### config.mk
export PLATFORM = sky130hd
export DESIGN_NAME = ysyx_25040129_arbiter
export DESIGN_NICKNAME = d
export VERILOG_FILES = /design/src/rtl/ysyx_25040129_arbiter.sv
export SDC_FILE = /design/constraint.sdc
export NUM_CORES = 1
export LEC_CHECK = 0
export ABC_AREA = 1
export BUFFER_PORTS_ARGS = -buffer_cell sky130_fd_sc_hd__buf_4
export CORE_AREA = 2 2 139 141
export CTS_CLUSTER_DIAMETER = 120
export DETAILED_ROUTE_END_ITERATION = 7
export DIE_AREA = 0 0 141 143
export SLEW_MARGIN = 20
export SYNTH_ARGS = -nofsm -noshare
export SYNTH_HDL_FRONTEND = slang
export SYNTH_SLANG_ARGS = --single-unit
### constraint.sdc
create_clock -name clk -period 2.7 [get_ports clk]
set_clock_uncertainty 0.15 [all_clocks]
set_input_delay 0.27 -clock clk [delete_from_list [all_inputs] [get_ports clk]]
set_output_delay 0.27 -clock clk [all_outputs]
set_load 0.1 [all_outputs]
### src/rtl/ysyx_25040129_arbiter.sv
// ysyx_25040129_arbiter
//
// Two-master AXI4-Lite arbiter that shares one crossbar master port between
// the instruction fetch unit (IFU, read-only) and the load/store unit (LSU,
// read and write). One complete transaction is granted at a time and the
// granted master's channels are forwarded combinationally. IFU and LSU are
// served round-robin. Inside the LSU a pending write beats a pending read.
//
// Ports:
//   clk, rst                 clock, synchronous active-low reset
//   ifu_ar* / ifu_r*         IFU read address / read data channels
//   lsu_ar* / lsu_r*         LSU read address / read data channels
//   lsu_aw* / lsu_w* / lsu_b* LSU write address / data / response channels
//   araddr ... bready        crossbar-side master channels (outputs)
//   arready ... bvalid       crossbar-side responses (inputs)
//   owner                    registered debug: 00 none, 01 IFU, 10 LSU
module ysyx_25040129_arbiter (
    input  logic        clk,
    input  logic        rst,

    input  logic [31:0] ifu_araddr,
    input  logic        ifu_arvalid,
    output logic        ifu_arready,
    output logic [31:0] ifu_rdata,
    output logic [1:0]  ifu_rresp,
    output logic        ifu_rvalid,
    input  logic        ifu_rready,

    input  logic [31:0] lsu_araddr,
    input  logic        lsu_arvalid,
    output logic        lsu_arready,
    output logic [31:0] lsu_rdata,
    output logic [1:0]  lsu_rresp,
    output logic        lsu_rvalid,
    input  logic        lsu_rready,
    input  logic [31:0] lsu_awaddr,
    input  logic        lsu_awvalid,
    output logic        lsu_awready,
    input  logic [31:0] lsu_wdata,
    input  logic [1:0]  lsu_wstrb,
    input  logic        lsu_wvalid,
    output logic        lsu_wready,
    output logic [1:0]  lsu_bresp,
    output logic        lsu_bvalid,
    input  logic        lsu_bready,

    output logic [31:0] araddr,
    output logic        arvalid,
    input  logic        arready,
    input  logic [31:0] rdata,
    input  logic [1:0]  rresp,
    input  logic        rvalid,
    output logic        rready,
    output logic [31:0] awaddr,
    output logic        awvalid,
    input  logic        awready,
    output logic [31:0] wdata,
    output logic [1:0]  wstrb,
    output logic        wvalid,
    input  logic        wready,
    input  logic [1:0]  bresp,
    input  logic        bvalid,
    output logic        bready,

    output logic [1:0]  owner
);

    typedef enum logic [1:0] {
        IDLE   = 2'd0,
        IFU_RD = 2'd1,
        LSU_RD = 2'd2,
        LSU_WR = 2'd3
    } state_t;

    state_t state, next_state;

    // last == 1 means the LSU was granted most recently, so the IFU wins a tie.
    logic last;

    logic ifu_req, lsu_wr_req, lsu_req;

    // A write only counts once both address and data are offered, so a lone
    // awvalid never wins the port.
    always_comb begin
        ifu_req    = ifu_arvalid;
        lsu_wr_req = lsu_awvalid && lsu_wvalid;
        lsu_req    = lsu_arvalid || lsu_wr_req;
    end

    // Next-state logic: round-robin pick in IDLE, otherwise hold the grant
    // until the final handshake of the granted transaction.
    always_comb begin
        next_state = state;
        case (state)
            IDLE: begin
                if (ifu_req && (!lsu_req || last)) begin
                    next_state = IFU_RD;
                end else if (lsu_req) begin
                    next_state = lsu_wr_req ? LSU_WR : LSU_RD;
                end
            end
            IFU_RD: begin
                if (rvalid && ifu_rready) begin
                    next_state = IDLE;
                end
            end
            LSU_RD: begin
                if (rvalid && lsu_rready) begin
                    next_state = IDLE;
                end
            end
            LSU_WR: begin
                if (bvalid && lsu_bready) begin
                    next_state = IDLE;
                end
            end
            default: next_state = IDLE;
        endcase
    end

    // State, round-robin pointer and debug owner. The pointer only moves on
    // a fresh grant out of IDLE; owner mirrors the state being entered.
    always_ff @(posedge clk) begin
        if (!rst) begin
            state <= IDLE;
            last  <= 1'b1;
            owner <= 2'b00;
        end else begin
            state <= next_state;
            if (state == IDLE && next_state != IDLE) begin
                last <= (next_state != IFU_RD);
            end
            case (next_state)
                IFU_RD:         owner <= 2'b01;
                LSU_RD, LSU_WR: owner <= 2'b10;
                default:        owner <= 2'b00;
            endcase
        end
    end

    // Channel forwarding. Everything defaults to zero so channels not owned
    // by the current state (and every channel in IDLE) stay quiet, and a
    // stray crossbar response in IDLE never reaches a master.
    always_comb begin
        ifu_arready = 1'b0;
        ifu_rdata   = 32'd0;
        ifu_rresp   = 2'b00;
        ifu_rvalid  = 1'b0;
        lsu_arready = 1'b0;
        lsu_rdata   = 32'd0;
        lsu_rresp   = 2'b00;
        lsu_rvalid  = 1'b0;
        lsu_awready = 1'b0;
        lsu_wready  = 1'b0;
        lsu_bresp   = 2'b00;
        lsu_bvalid  = 1'b0;
        araddr      = 32'd0;
        arvalid     = 1'b0;
        rready      = 1'b0;
        awaddr      = 32'd0;
        awvalid     = 1'b0;
        wdata       = 32'd0;
        wstrb       = 2'b00;
        wvalid      = 1'b0;
        bready      = 1'b0;
        case (state)
            IFU_RD: begin
                araddr      = ifu_araddr;
                arvalid     = ifu_arvalid;
                ifu_arready = arready;
                ifu_rdata   = rdata;
                ifu_rresp   = rresp;
                ifu_rvalid  = rvalid;
                rready      = ifu_rready;
            end
            LSU_RD: begin
                araddr      = lsu_araddr;
                arvalid     = lsu_arvalid;
                lsu_arready = arready;
                lsu_rdata   = rdata;
                lsu_rresp   = rresp;
                lsu_rvalid  = rvalid;
                rready      = lsu_rready;
            end
            LSU_WR: begin
                awaddr      = lsu_awaddr;
                awvalid     = lsu_awvalid;
                lsu_awready = awready;
                wdata       = lsu_wdata;
                wstrb       = lsu_wstrb;
                wvalid      = lsu_wvalid;
                lsu_wready  = wready;
                lsu_bresp   = bresp;
                lsu_bvalid  = bvalid;
                bready      = lsu_bready;
            end
            default: begin
            end
        endcase
    end

endmodule

### Yosys cells after proc, flatten, opt, wreduce, memory -nomap -nowiden

Cells that the tools add are included.

| word-level totals | value |
|---|---|
| register bits | 5 |
| output and inout bits | 182 |
| word-level logic and storage cells | 51 |

| operators by class | value |
|---|---|
| eq/ne operators | 7 |
| mux-type cells | 29 |
| reduce and logical (&&, ||, !) cells | 12 |

Operators with widths:

| cell | number |
|---|---|
| two-way mux 32 bit | 4 |
| case mux 32 bit (2 select lines) | 1 |
| two-way mux 2 bit | 9 |
| two-way mux 1 bit | 11 |
| == test 2 bit (second input constant) | 4 |
| case mux 2 bit (4 select lines) | 1 |
| logical AND 1 bit | 6 |
| == test 2 x 1 -> 1 bit (second input constant) | 2 |
| case mux 1 bit (2 select lines) | 2 |
| case mux 2 bit (2 select lines) | 1 |
| logical NOT 2 bit | 1 |
| logical OR 1 bit | 2 |
| inequality test 2 x 1 -> 1 bit (second input constant) | 1 |
| nonzero test 2 bit | 1 |
| OR reduction 2 bit | 1 |
| logical NOT 1 bit | 1 |

### Depth between registers and ports, before layout

Gate-level depths: netlist of run 1.

| logic depth | value |
|---|---|
| depth in word-level cells | 10 |
| mapped depth | 8 |

### Worst setup path before layout of run 1

No wires, ideal clock.

| timing | value |
|---|---|
| path kind | reg-to-output |
| start point | register state[0] |
| end point | output port araddr[0] |
| arrival | 2.553 ns |
| required time | 2.280 ns |
| setup slack | -0.273 ns |
| stages on the path, launching flop included | 6 |
| path buffers | 1 |
| path through | dfxtp_1 -> inv_2 -> ha_1 -> clkinv_1 -> clkbuf_1 -> a21oi_1 |

| between the ends | value |
|---|---|
| word-level cells in the longest chain between the ends | 2 |
| elaborated cells between the ends (all ways) | 3 |
| classes of those cells | eq/ne: 2; mux: 1 |

RTL lines:

| element | RTL line | source |
|---|---|---|
| start, declared | 75 | `state_t state, next_state;` |
| start signal, assigned | 129 | `state <= next_state;` |
| == test 2 bit / == test 2 x 1 -> 1 bit (equally long branches) | 166 | `case (state)` |
| case mux 32 bit (2 select lines) * | 166 |  |
| end, declared | 47 | `output logic [31:0] araddr,` |

Mark *: on every way between the ends. The rest lies on a longest branch, timed or not.

### Worst setup path in the final report of run 1

| timing | value |
|---|---|
| start point | register state[0] |
| end point | output port araddr[8] |

The elaborated chain is that of the path after synthesis.

==> metrics list, run 1 <==
- The run finished with clean final reports.
* Synthesis-stage register bit count: 5
* Number of buffers inserted by port buffering: approximately 360
- Relative to the synthesized area, the layout overhead comes to 150.2%.
- Final wirelength: roughly 12 mm
- Cell row count: 50
- For this block, the initial DRC count from the detailed router was just over 80.
- The first global-routing pass estimated between 15 and 20 mm of wire.
* CP bufs+invs: 3
- Type of the setup path with the least slack: reg -> out
- IR drop worst, VDD: between 0.0003 and 0.0004 V
- Once detailed placement completed, the half-perimeter wirelength came to slightly above 10 mm.
* Number of design rule violations left after detail routing: 0
- Rel. slew slack: between 70% and 80%
* Synthesized net count: around 650
- Hold-fix buffer count after cts: 0
- Synthesis instantiated 17 different standard cells from the library.
- IO Pins: 362
- Maximum level of the CTS H-tree: 1
- After detailed routing, the number of vias per cell comes to around 3.6.
* Max Root-Sink Buffers: 2
- Of the synthesized area, sequential elements account for under 10%.
* Number of vias in the routed layout: ~3700
- Cells fill ~27% of the core in the end.
- The detail route stage leaves a number of antenna-violating nets equal to 0.
- Layout cells sized above 1: around half
- Kind of cell with the highest combined delay on the critical path: buffers and inverters
- Die Footprint: 20160 um2
- The worst path needs about 2300 ps of the cycle, external delays included.
- Routed wirelength normalized by instance count: 11.36 um
- Clock tree synthesis inserted a total of 3 buffers.
- The number of global-route vias before repair came to ~3500.
- Area of the mapped netlist: 2014 um2
- Final sum of negative setup slack: 0 ps
- In the final layout, the multi-input gates occupy ~1200 um2.
- Overall track demand over capacity in global routing: between 10% and 20%
- The biggest area contributor in the post-synthesis netlist is sky130_fd_sc_hd__nand2_1.
- Registers take ~100 um2.
- Unrepaired setup endpoints after global routing: no
- Largest net degree at the start of global routing: 66
* Cell with the largest stage delay on the worst path: sky130_fd_sc_hd__dfxtp_1
- A synthesized cell averages 4.314 um2.
* Worst R2R Path Depth: 6
- Horiz. Die Dim: 141 um
* Power density over cell area: 523.6 nW/um2
- Cell-by-cell trace of the critical path: inv_2, ha_2, buf_12, nand2_1, a21oi_1, buf_4
- Net count of the finished layout: between 900 and 1000
* Placeable core area: ~19000 um2
- Worst hold path type: in -> reg
* Clock sinks: 5
- Post-CTS timing repair inserted 0 buffers for setup.
* Critical Path Start Type: register
- STA classifies the critical path endpoint as an output pin.
- At the end of routability-driven placement, the weighted congestion stood at about 0.80.
- The first detailed-routing pass took 4 iterations.
* Buffer cell driving the clock tree root: sky130_fd_sc_hd__clkbuf_16
- For this configuration, the core starts out at a cell density of a little over a tenth.
- In this run the worst path has a maximum fanout of slightly above 60.
- For this run, the slowest stage of the critical path takes between 300 and 400 ps.
- Arrival time worst endpoint: about 1900 ps
- CTS tree: done
- At the worst endpoint, the required time is about 2300 ps.
- Hold Path Depth: 4
- At the pin with the least slew margin, the transition time is approximately 340 ps.
* Number of antenna violations at the first check in global routing: 0
- The tool flagged a number of max-cap violations equal to 0.
- Fill cells in the final layout number ~2100.
* Maximum clock rate: between 400 and 500 MHz
* Post-Synthesis Cells: around 470
- Yosys warnings: 0
- Pins over their slew limit: 0
- In this run the static leakage power is roughly 0.0037 uW.
- The final number of hold-violating endpoints is 0.
* Cell types occupying the most area after synthesis: sky130_fd_sc_hd__nand2_1, sky130_fd_sc_hd__inv_1, sky130_fd_sc_hd__a21oi_1, sky130_fd_sc_hd__dfxtp_1, sky130_fd_sc_hd__buf_2
- The later pin in the worst-skew pair is clocked with a latency of about 220 ps.
- Post_cts resized: 0
- Critical path depth in cells: 6
- Clock-pin slew was measured on the worst setup and hold paths at around 30 ps.
* Crit share post-route: approximately 84%
- Of the post-synthesis cell area, the dominant cell type holds between 40% and 50%.
* Setup violations, final: 0
- 0 antenna diodes ended up in the layout.
* Overall overflow remaining after global route: 0
* Chip height: between 100 and 150 um
## placed cells by master (no fill, tap or decap)
cell	count
sky130_fd_sc_hd__a21boi_1	2
sky130_fd_sc_hd__a21oi_1	34
sky130_fd_sc_hd__buf_12	3
sky130_fd_sc_hd__buf_4	365
sky130_fd_sc_hd__clkbuf_1	1
sky130_fd_sc_hd__clkbuf_16	3
sky130_fd_sc_hd__clkinv_1	1
sky130_fd_sc_hd__dfxtp_1	5
sky130_fd_sc_hd__ha_1	1
sky130_fd_sc_hd__ha_2	3
sky130_fd_sc_hd__inv_1	136
sky130_fd_sc_hd__inv_2	17
sky130_fd_sc_hd__nand2_1	228
sky130_fd_sc_hd__nand2_2	1
sky130_fd_sc_hd__nand3_1	5
sky130_fd_sc_hd__nand3_2	4
sky130_fd_sc_hd__nand4_1	1
sky130_fd_sc_hd__nor2_2	1
sky130_fd_sc_hd__o21a_1	1
## Yosys cell counts, drive strengths merged
library cell  number
nand2            229
inv              153
a21oi             34
buf               24
nand3              9
dfxtp              5
ha                 4
clkbuf             3
a21boi             2
clkinv             1
nand4              1
nor2               1
o21a               1
## layout make-up
| class | instances | share of cell area (%) |
|---|---|---|
| sequential | 5 | 1.986 |
| inverter | 154 | 11.47 |
| multi-input combinational | 281 | 23.61 |
| timing repair buffer | 368 | 55.56 |
| clock buffer | 4 | 1.564 |
| tap | 234 | 5.809 |
## power breakdown
group / switching [uW] / internal (uW) / total, uW
registers: 11.2 / 87.5 / 98.7
logic: 1780 / 521 / 2300
clock network: 44.0 / 195 / 239
total: 1840 / 803 / 2640
## tightest hold or removal path, stage by stage
cell and delay, ps:
sky130_fd_sc_hd__buf_4 100, sky130_fd_sc_hd__nand2_1 50, sky130_fd_sc_hd__inv_1 40, sky130_fd_sc_hd__nand2_1 40
## per-stage QoR
| step | cell area (um2) | std cells | total power (uW) | setup WS [ps] | hold WS (ps) |
|---|---|---|---|---|---|
| 2_1_floorplan | 2014 | 467 | 1813 | -272.5 | 259.7 |
| 3_3_place_gp | 4961 | 1042 | 2405 | 703.7 | 292.5 |
| 3_5_place_dp | 4961 | 1042 | 2411 | 686.8 | 285.3 |
| 4_1_cts | 5040 | 1046 | 2657 | 441.9 | 174.0 |
| 5_1_grt | 5040 | 1046 | 2756 | 287.8 | 184.3 |
| 6_report | 5040 | 1046 | 2639 | 433.7 | 174.1 |
## logic make-up (layout without fill, tap and decap cells)
| logic type | Yosys count | in the layout | synth area share (%) |
|---|---|---|---|
| fa+ha+maj | 4 | 4 | 2.485 |
| compound gates | 37 | 37 | 9.565 |
| flops | 5 | 5 | 4.969 |
| buf+inv | 181 | 526 | 36.33 |
| simple gates | 240 | 240 | 46.65 |
## final timing paths
path / slack (ps) / startpoint / to
worst max-delay path: 430 / state[0] / araddr[8]
worst min-delay path: 170 / rst / last
worst max register to register: 1140 / state[0] / state[1]
worst min register to register: 290 / last / last
## registers in the layout (all words and copies together), names as in the netlist
register	flops
owner	2
state	2
last	1
## layer usage
layer  vias to the layer above  global-route usage (%)  routed length [um]
li1                       1961                       -                   -
met1                      1564                   10.88                4366
met2                       216                   20.92                6208
met3                         6                   2.616                1148
met4                         0                   1.579                 159
met5                         -                       0                   0
Note: power is estimated with default switching activity, not from simulation.
==> run 2: changes to the inputs <==
--- a/config.mk
+++ b/config.mk
@@ -5,12 +5,12 @@
 export SDC_FILE = /design/constraint.sdc
 export NUM_CORES = 1
 export LEC_CHECK = 0
-export ABC_AREA = 1
+export ABC_AREA = 0
 export BUFFER_PORTS_ARGS = -buffer_cell sky130_fd_sc_hd__buf_4
-export CORE_AREA = 2 2 139 141
+export CORE_AREA = 2 2 141 143
 export CTS_CLUSTER_DIAMETER = 120
 export DETAILED_ROUTE_END_ITERATION = 7
-export DIE_AREA = 0 0 141 143
+export DIE_AREA = 0 0 143 145
 export SLEW_MARGIN = 20
 export SYNTH_ARGS = -nofsm -noshare
 export SYNTH_HDL_FRONTEND = slang
==> constraint.sdc (replaced) <==
create_clock -name clk -period 2.35 [get_ports clk]
set_clock_uncertainty 0.15 [all_clocks]
set_input_delay 0.235 -clock clk [delete_from_list [all_inputs] [get_ports clk]]
set_output_delay 0.235 -clock clk [all_outputs]
set_load 0.1 [all_outputs]
==> metrics list, run 2 <==
- Leakage power total: 0.002649 uW (-28%)
- CP bufs+invs: 3 (unchanged)
- Highest-count cells in the layout ignoring fill and taps: sky130_fd_sc_hd__buf_4, sky130_fd_sc_hd__and2_1, sky130_fd_sc_hd__a22oi_1
- The total power density per cell area came to 509.1 nW/um2 (-2.8%).
- Minimum clock period after layout: 2176 ps
- The share of the yosys chip area belonging to registers was 5.579% (+0.61 points).
- The power spent charging and discharging nets came to 1638 uW (-11%).
- Crit share post-route: 92.61%
- Overall overflow remaining after global route: 0 (unchanged)
- Number of design rule violations left after detail routing: 0 (unchanged)
* Placeable core area: 19210 um2 (+3.4%)
- Average footprint of a synthesized cell: 6.454 um2 (+50%)
- The weighted congestion at the end of routability-driven global placement is 0.8090 (+1.2%).
* Synthesized net count: 462 (-29%)
- FFs w/ async S/R, synth: 0% (unchanged)
- The design internal power is 977.4 uW (+22%).
* DPL Wire Length: 11.30 mm (+10%)
* Buffer cell driving the clock tree root: sky130_fd_sc_hd__clkbuf_16
* IO Pins: 362 (unchanged)
- In this run the critical register-to-register path is captured at owner[1].
* Type of the setup path with the least slack: reg -> out
- The post-placement cell count was 883 (-15%).
- The required time reported for the critical path endpoint came to 1970 ps (-310 ps).
* Registers with the highest flip-flop counts: owner: 2 flops, state: 2 flops, last: 1 flops
- The max-cap violation count is 0 (unchanged).
- Minimum setup slack among reg-to-reg paths: 360 ps (-780 ps)
- The DRC violation total after the first TritonRoute iteration was 81 (-1.2%).
* IR drop worst, VDD: 0.0003281 V (+2.7%)
- Combinational group share of total power: 85.2% (-2.0 points)
* Synthesis-stage register bit count: 5 (unchanged)
- In the post-synthesis netlist, the biggest area contributors are sky130_fd_sc_hd__and2_1, sky130_fd_sc_hd__a22oi_1, sky130_fd_sc_hd__nor2b_1, sky130_fd_sc_hd__clkbuf_1, sky130_fd_sc_hd__dfxtp_1.
- The most common cell in the synthesized netlist is sky130_fd_sc_hd__and2_1.
- Worst hold path type: in -> reg
- Hold Path Depth: 2 (-2)
- The number of cells upsized or downsized after cts was 0 (unchanged).
- The post-layout net count came to 807 (-19%).
- Setup violations, final: 0 (unchanged)
- The post-CTS clock slew at the launch and capture registers of the worst setup and hold paths was 30 ps (about the same).
- Endpoints failing hold: 0 (unchanged)
- The global router's overall resource usage is 11.65% (+1.3 points).
* Clock Latency Late Sink: 230 ps (about the same)
- The number of distinct library cell variants in the gate-level netlist after synthesis is 18 (+1).
- The power share of the clock group is 10.7% (+1.6 points).
- Leading cell types by count after synthesis: sky130_fd_sc_hd__and2_1, sky130_fd_sc_hd__a22oi_1, sky130_fd_sc_hd__nor2b_1
- TritonCTS built the clock tree.
* Chip height: 145 um (+1.4%)
- The length in cells of the worst reg-to-reg path is 7 (+1).
- Area of the mapped netlist: 1794 um2 (-11%)
- The signal on the critical path passes through inv_1, ha_2, buf_12, a22oi_1, nor2b_4, buf_4.
- Layout cells sized above 1: 65.76% (+17 points)
* Post-Synthesis Cells: 278 (-40%)
* Horiz. Die Dim: 143 um (+1.4%)
* Number of enable-type register cells in the synthesized netlist: 0 (unchanged)
- The worst register-to-register path begins at state[1].
- Number of antenna violations at the first check in global routing: 0 (unchanged)
- The sequential share of power is 4.0% (+0.3 points).
* Number of global-route vias before repair: 3356 (-5.1%)
- Arrival time worst endpoint: 1790 ps (-60 ps)
* Final wirelength: 13.12 mm (+10%)
- The post-CTS setup-driven buffer insertion count is 0 (unchanged).
* Final cell area excluding filler cells: 5136 um2 (+1.9%)
- The H-tree depth was 1 (unchanged).
* Total chip power: 2615 uW (-0.91%)
- The number of hold buffers added after CTS came to 0 (unchanged).
- P&R area growth vs syn: 186.3%
- Effective utilization at floorplan: 9.341% (-1.5 points)
- The slew of the pin with the lowest slew margin came to 308.1 ps (-28.80 ps).
- Grouping stages by cell kind, the critical path spends the most delay in buffers and inverters.
- Rel. slew slack: 79.28% (+1.7 points)
- Timing would allow up to ~460 MHz.
- Hold path endpoint: last
- The library cell used most frequently in the layout, excluding fill and tap cells, is sky130_fd_sc_hd__buf_4.
* Critical Path Start Type: register
- The die footprint is 20740 um2 (+2.8%).
- Switching portion of total power: 62.62% (-6.9 points)
- Delay of the slowest critical-path stage: 440 ps (+70 ps)
- TritonCTS buffer count: 3 (unchanged)
- The number of vias in the routed layout is 3264 (-13%).
- The number of port buffers is 361 (unchanged).
- Pins over their slew limit: 0 (unchanged)
* Final antenna-violating net count: 0 (unchanged)
* Vias/cell: 3.680 (+2.7%)
- Critical path depth in cells: 6 (unchanged)
- The biggest area contributor in the post-synthesis netlist is sky130_fd_sc_hd__and2_1.
- The largest individual stage delay along the critical path comes from the cell sky130_fd_sc_hd__dfxtp_1.
- Primary flip-flop cell chosen by synthesis mapping: sky130_fd_sc_hd__dfxtp_1
- Area of placed instances: 5057 um2 (+1.9%)
- STA classifies the critical path endpoint as an output pin.
- Maximum fanout encountered on the critical timing path: 71 (+16%)
- The average wire length per cell after detail routing was 14.79 um (+30%).
- The count of TritonRoute iterations in the first routing pass was 6 (+2).
- Post-route core utilization: 26.74% (-0.38 points)
* Proportion of netlist area held by the largest area contributor: 50.91% (+8.4 points)
* Post-Layout Cell Count: 887 (-15%)
- Yosys warnings: 0 (unchanged)
- Final sum of negative setup slack: 0 ps (unchanged)
- The final antenna diode count was 0 (unchanged).
- In this run the most critical hold path is launched from rst.
* First-pass GRT wire length: 18.78 mm (+11%)
* Unrepaired setup endpoints after global routing: no
- Largest net degree at the start of global routing: 72 (+9.1%)
- The flow ran to the end, and the final reports show no timing, DRC or antenna violations.
* Clock sinks: 5 (unchanged)
- The worst-case clock buffer depth is 2 (unchanged).
- The total number of placement rows is 51 (+2.0%).
-- run 2: power by group through the flow --
stage / clock network, uW / logic [uW] / registers [uW]
final: 280 / 2230 / 106
after global routing: 290 / 2320 / 107
after CTS: 285 / 2250 / 106
after detailed placement: 0 / 2250 / 107
after global placement: 0 / 2240 / 108
after floorplan: 0 / 1610 / 135
-- run 2: logic make-up (layout without fill, tap and decap cells) --
logic type,Yosys count,in the layout,synth area share (%)
and+or+nand+nor,188,188,64.85
DFF,5,5,5.579
AOI/OAI and AO/OA,50,50,20.29
adders and majority gates,4,4,2.790
buffers and inverters,31,375,6.485
-- run 2: worst max path at each step --
stage             start         end
2_1_floorplan  state[0]   araddr[0]
3_3_place_gp   state[1]    owner[1]
3_5_place_dp   state[1]    owner[1]
4_1_cts        state[1]  araddr[21]
5_1_grt        state[0]  araddr[22]
6_report       state[0]   araddr[5]
-- run 2: final cells by class --
cell class,instances,area (um2)
Multi-Input combinational cell,242,1805
Tap cell,265,331.6
Fill cell,2136,14070
Clock buffer,4,78.83
Timing Repair Buffer,367,2805
Inverter,4,15.01
Sequential cell,5,100.1
-- run 2: metrics by stage --
step                worst slack, ps  hold WS, ps
floorplan                    -43.98        156.8
global placement              272.0        309.6
detailed placement            305.9        309.2
CTS                           138.0        76.65
global route                  60.78        96.66
finish                        173.8        77.97
-- run 2: per-layer routing --
layer	wire [um]	share of wire [%]	vias up	global-route usage, %
met5	0	0	-	0
met4	125	0.95	0	2.228
met3	1486	11	6	3.267
met2	6885	52	220	22.82
met1	4622	35	1449	12.14
li1	-	-	1589	-
==> run 3: changes to the inputs <==
==> constraint.sdc (replaced) <==
create_clock -name clk -period 2.35 [get_ports clk]
set_clock_uncertainty 0.15 [all_clocks]
set_input_delay 0.235 -clock clk [delete_from_list [all_inputs] [get_ports clk]]
set_output_delay 0.235 -clock clk [all_outputs]
set_load 0.01 [all_outputs]
==> metrics list, run 3 (synthesis gave the netlist of run 2 again) <==
- The run finished with clean final reports.
- The remaining design rule violation count came to 0 (unchanged).
* Leading cell type in the layout, fill and taps excluded: sky130_fd_sc_hd__buf_4
- The max-cap violation count came to 0 (unchanged).
* Data required time of the critical path: 1970 ps (about the same)
- Power density over cell area: 279.6 nW/um2 (-45%)
- IO Pins: 362 (unchanged)
- The pin count of the biggest net entering global routing was 62 (-14%).
- The final hold slack is 83.79 ps (+5.817 ps).
- Maximum level of the CTS H-tree: 1 (unchanged)
* Number of vias in the routed layout: 3252 (-0.37%)
* Maximum fanout encountered on the critical timing path: 39 (-45%)
- The instance area after placement is 4807 um2 (-4.9%).
* Post-CTS repair timing setup buffer count: 0 (unchanged)
- Pre-antenna DRT Iters: 4 (-2)
- The critical path in this run is classified as reg -> out.
- DPL Wire Length: 10.58 mm (-6.3%)
- Leaving out fill and tap cells, the most frequent cells in the layout are sky130_fd_sc_hd__buf_4, sky130_fd_sc_hd__and2_1, sky130_fd_sc_hd__a22oi_1, sky130_fd_sc_hd__nor2b_1, sky130_fd_sc_hd__a21boi_0.
- The count of placed standard cells in the final layout, fillers left out was 888 (+0.11%).
- Final sum of negative setup slack: 0 ps (unchanged)
- P&R area growth vs syn: 172.5%
* Horiz. Die Dim: 143 um (unchanged)
- Layout cells sized above 1: 60.35% (-5.4 points)
* Overall overflow remaining after global route: 0 (unchanged)
- Leakage power total: 0.002570 uW (-3.0%)
- Clock Latency Late Sink: 230 ps (about the same)
* Net count of the finished layout: 808 (+0.12%)
- Initial DRC Count: 70 (-14%)
- Crit share post-route: 92.35% (-0.25 points)
* Buffer cell driving the clock tree root: sky130_fd_sc_hd__clkbuf_16
* Overall track demand over capacity in global routing: 10.41% (-1.2 points)
* Worst hold path type: in -> reg
- IR drop worst, VDD: 0.0002163 V (-34%)
* Crit end category: output pin
- The count of fill cells added during filler insertion is 2180 (+2.1%).
* Number of cells after detailed placement: 884 (+0.11%)
- Max Root-Sink Buffers: 2 (unchanged)
- The post-CTS clock slew at the launch and capture registers of the worst setup and hold paths is 30 ps (about the same).
- Routed wirelength normalized by instance count: 13.68 um (-7.5%)
- Setup violations, final: 0 (unchanged)
* Ant. Diodes: 0 (unchanged)
* First-pass GRT wire length: 16.95 mm (-9.8%)
- The number of global-route vias before repair was 3221 (-4.0%).
- The number of nets with antenna violations after routing was 0 (unchanged).
- TritonCTS built the clock tree.
* Rel. slew slack: 77.40% (-1.9 points)
- The largest registers in the layout are owner: 2 flops, state: 2 flops, last: 1 flops.
- The final number of hold-violating endpoints is 0 (unchanged).
- The vertical die dimension came to 145 um (unchanged).
- The number of port buffers was 361 (unchanged).
- Die Footprint: 20740 um2 (unchanged)
- The critical path arrival came to 1790 ps (about the same).
* Vias/cell: 3.662 (-0.48%)
* TritonCTS buffer count: 3 (unchanged)
- Critical Path Start Type: register
- The core footprint came to 19210 um2 (unchanged).
- Final wirelength: 12.15 mm (-7.4%)
- Cell row count: 51 (unchanged)
- The final instance area came to 4890 um2 (-4.8%).
- The final max-slew violation count is 0 (unchanged).
* Post_cts resized: 0 (unchanged)
- Setup repair after global routing left no endpoint under its margin.
- The minimum clock period was 2170 ps (-5.921 ps).
- Effective utilization at floorplan: 9.341% (unchanged)
- The slew of the pin with the lowest slew margin was 339.1 ps (+30.99 ps).
- Number of antenna violations at the first check in global routing: 0 (unchanged)
- Clock sinks: 5 (unchanged)
* Last weighted congestion value of the routability-driven placer: 0.7951 (-1.7%)
- Hold-fix buffer count after cts: 0 (unchanged)
* Maximum clock rate: 460.8 MHz (+0.27%)
run 3: changes by cell type in the layout (fill, tap and decap cells not counted):
cell and change:
sky130_fd_sc_hd__nor2b_2 -7, sky130_fd_sc_hd__buf_12 -3, sky130_fd_sc_hd__buf_4 +3, sky130_fd_sc_hd__nor2b_1 +34, sky130_fd_sc_hd__buf_6 +1, sky130_fd_sc_hd__nor2b_4 -27
run 3: final timing paths:
check / startpoint / endpoint / slack [ps] / depth (start not counted)
max: state[0] / araddr[0] / 180 / 5
min: rst / last / 80 / 2
max reg2reg: state[1] / owner[0] / 460 / 7
min reg2reg: last / last / 340 / 2
run 3: area by class of cell:
type	count	area, um2	share of cell area, %
clock buffers	4	78.83	1.612
inverters	4	15.01	0.3071
multi-input cells	242	1585	32.42
flip-flops and latches	5	100.1	2.047
well taps	265	331.6	6.781
repair buffers	368	2779	56.83
run 3: where the power goes:
part / switching (uW) / internal, uW
registers: 8.51 / 96.9
clock network: 58.8 / 225
logic: 419 / 559
total: 486 / 881
run 3: layer usage:
layer | wire [um] | vias to the layer above | part of all wire (%) | global-route usage [%]
met3 | 1231 | 8 | 10 | 1.980
met1 | 4050 | 1430 | 33 | 9.934
met2 | 6708 | 227 | 55 | 22.03
met4 | 157 | 0 | 1.3 | 2.228
li1 | - | 1587 | - | -
met5 | 0 | - | 0 | 0
run 3: critical path: stages, from the launching register on:
cell	delay [ps]
sky130_fd_sc_hd__dfxtp_1	450
sky130_fd_sc_hd__ha_2	400
sky130_fd_sc_hd__buf_6	290
sky130_fd_sc_hd__a22oi_1	100
sky130_fd_sc_hd__nor2b_1	150
sky130_fd_sc_hd__buf_4	140
run 3: per-stage QoR:
step / total power [uW] / setup WS, ps / util [%]
after floorplan: 517.5 / 593.9 / -
after global placement: 1099 / 398.4 / 25.03
after detailed placement: 1100 / 342.3 / 25.03
after CTS: 1390 / 92.10 / 25.44
after global routing: 1460 / 42.38 / 25.46
final: 1367 / 179.7 / 25.46
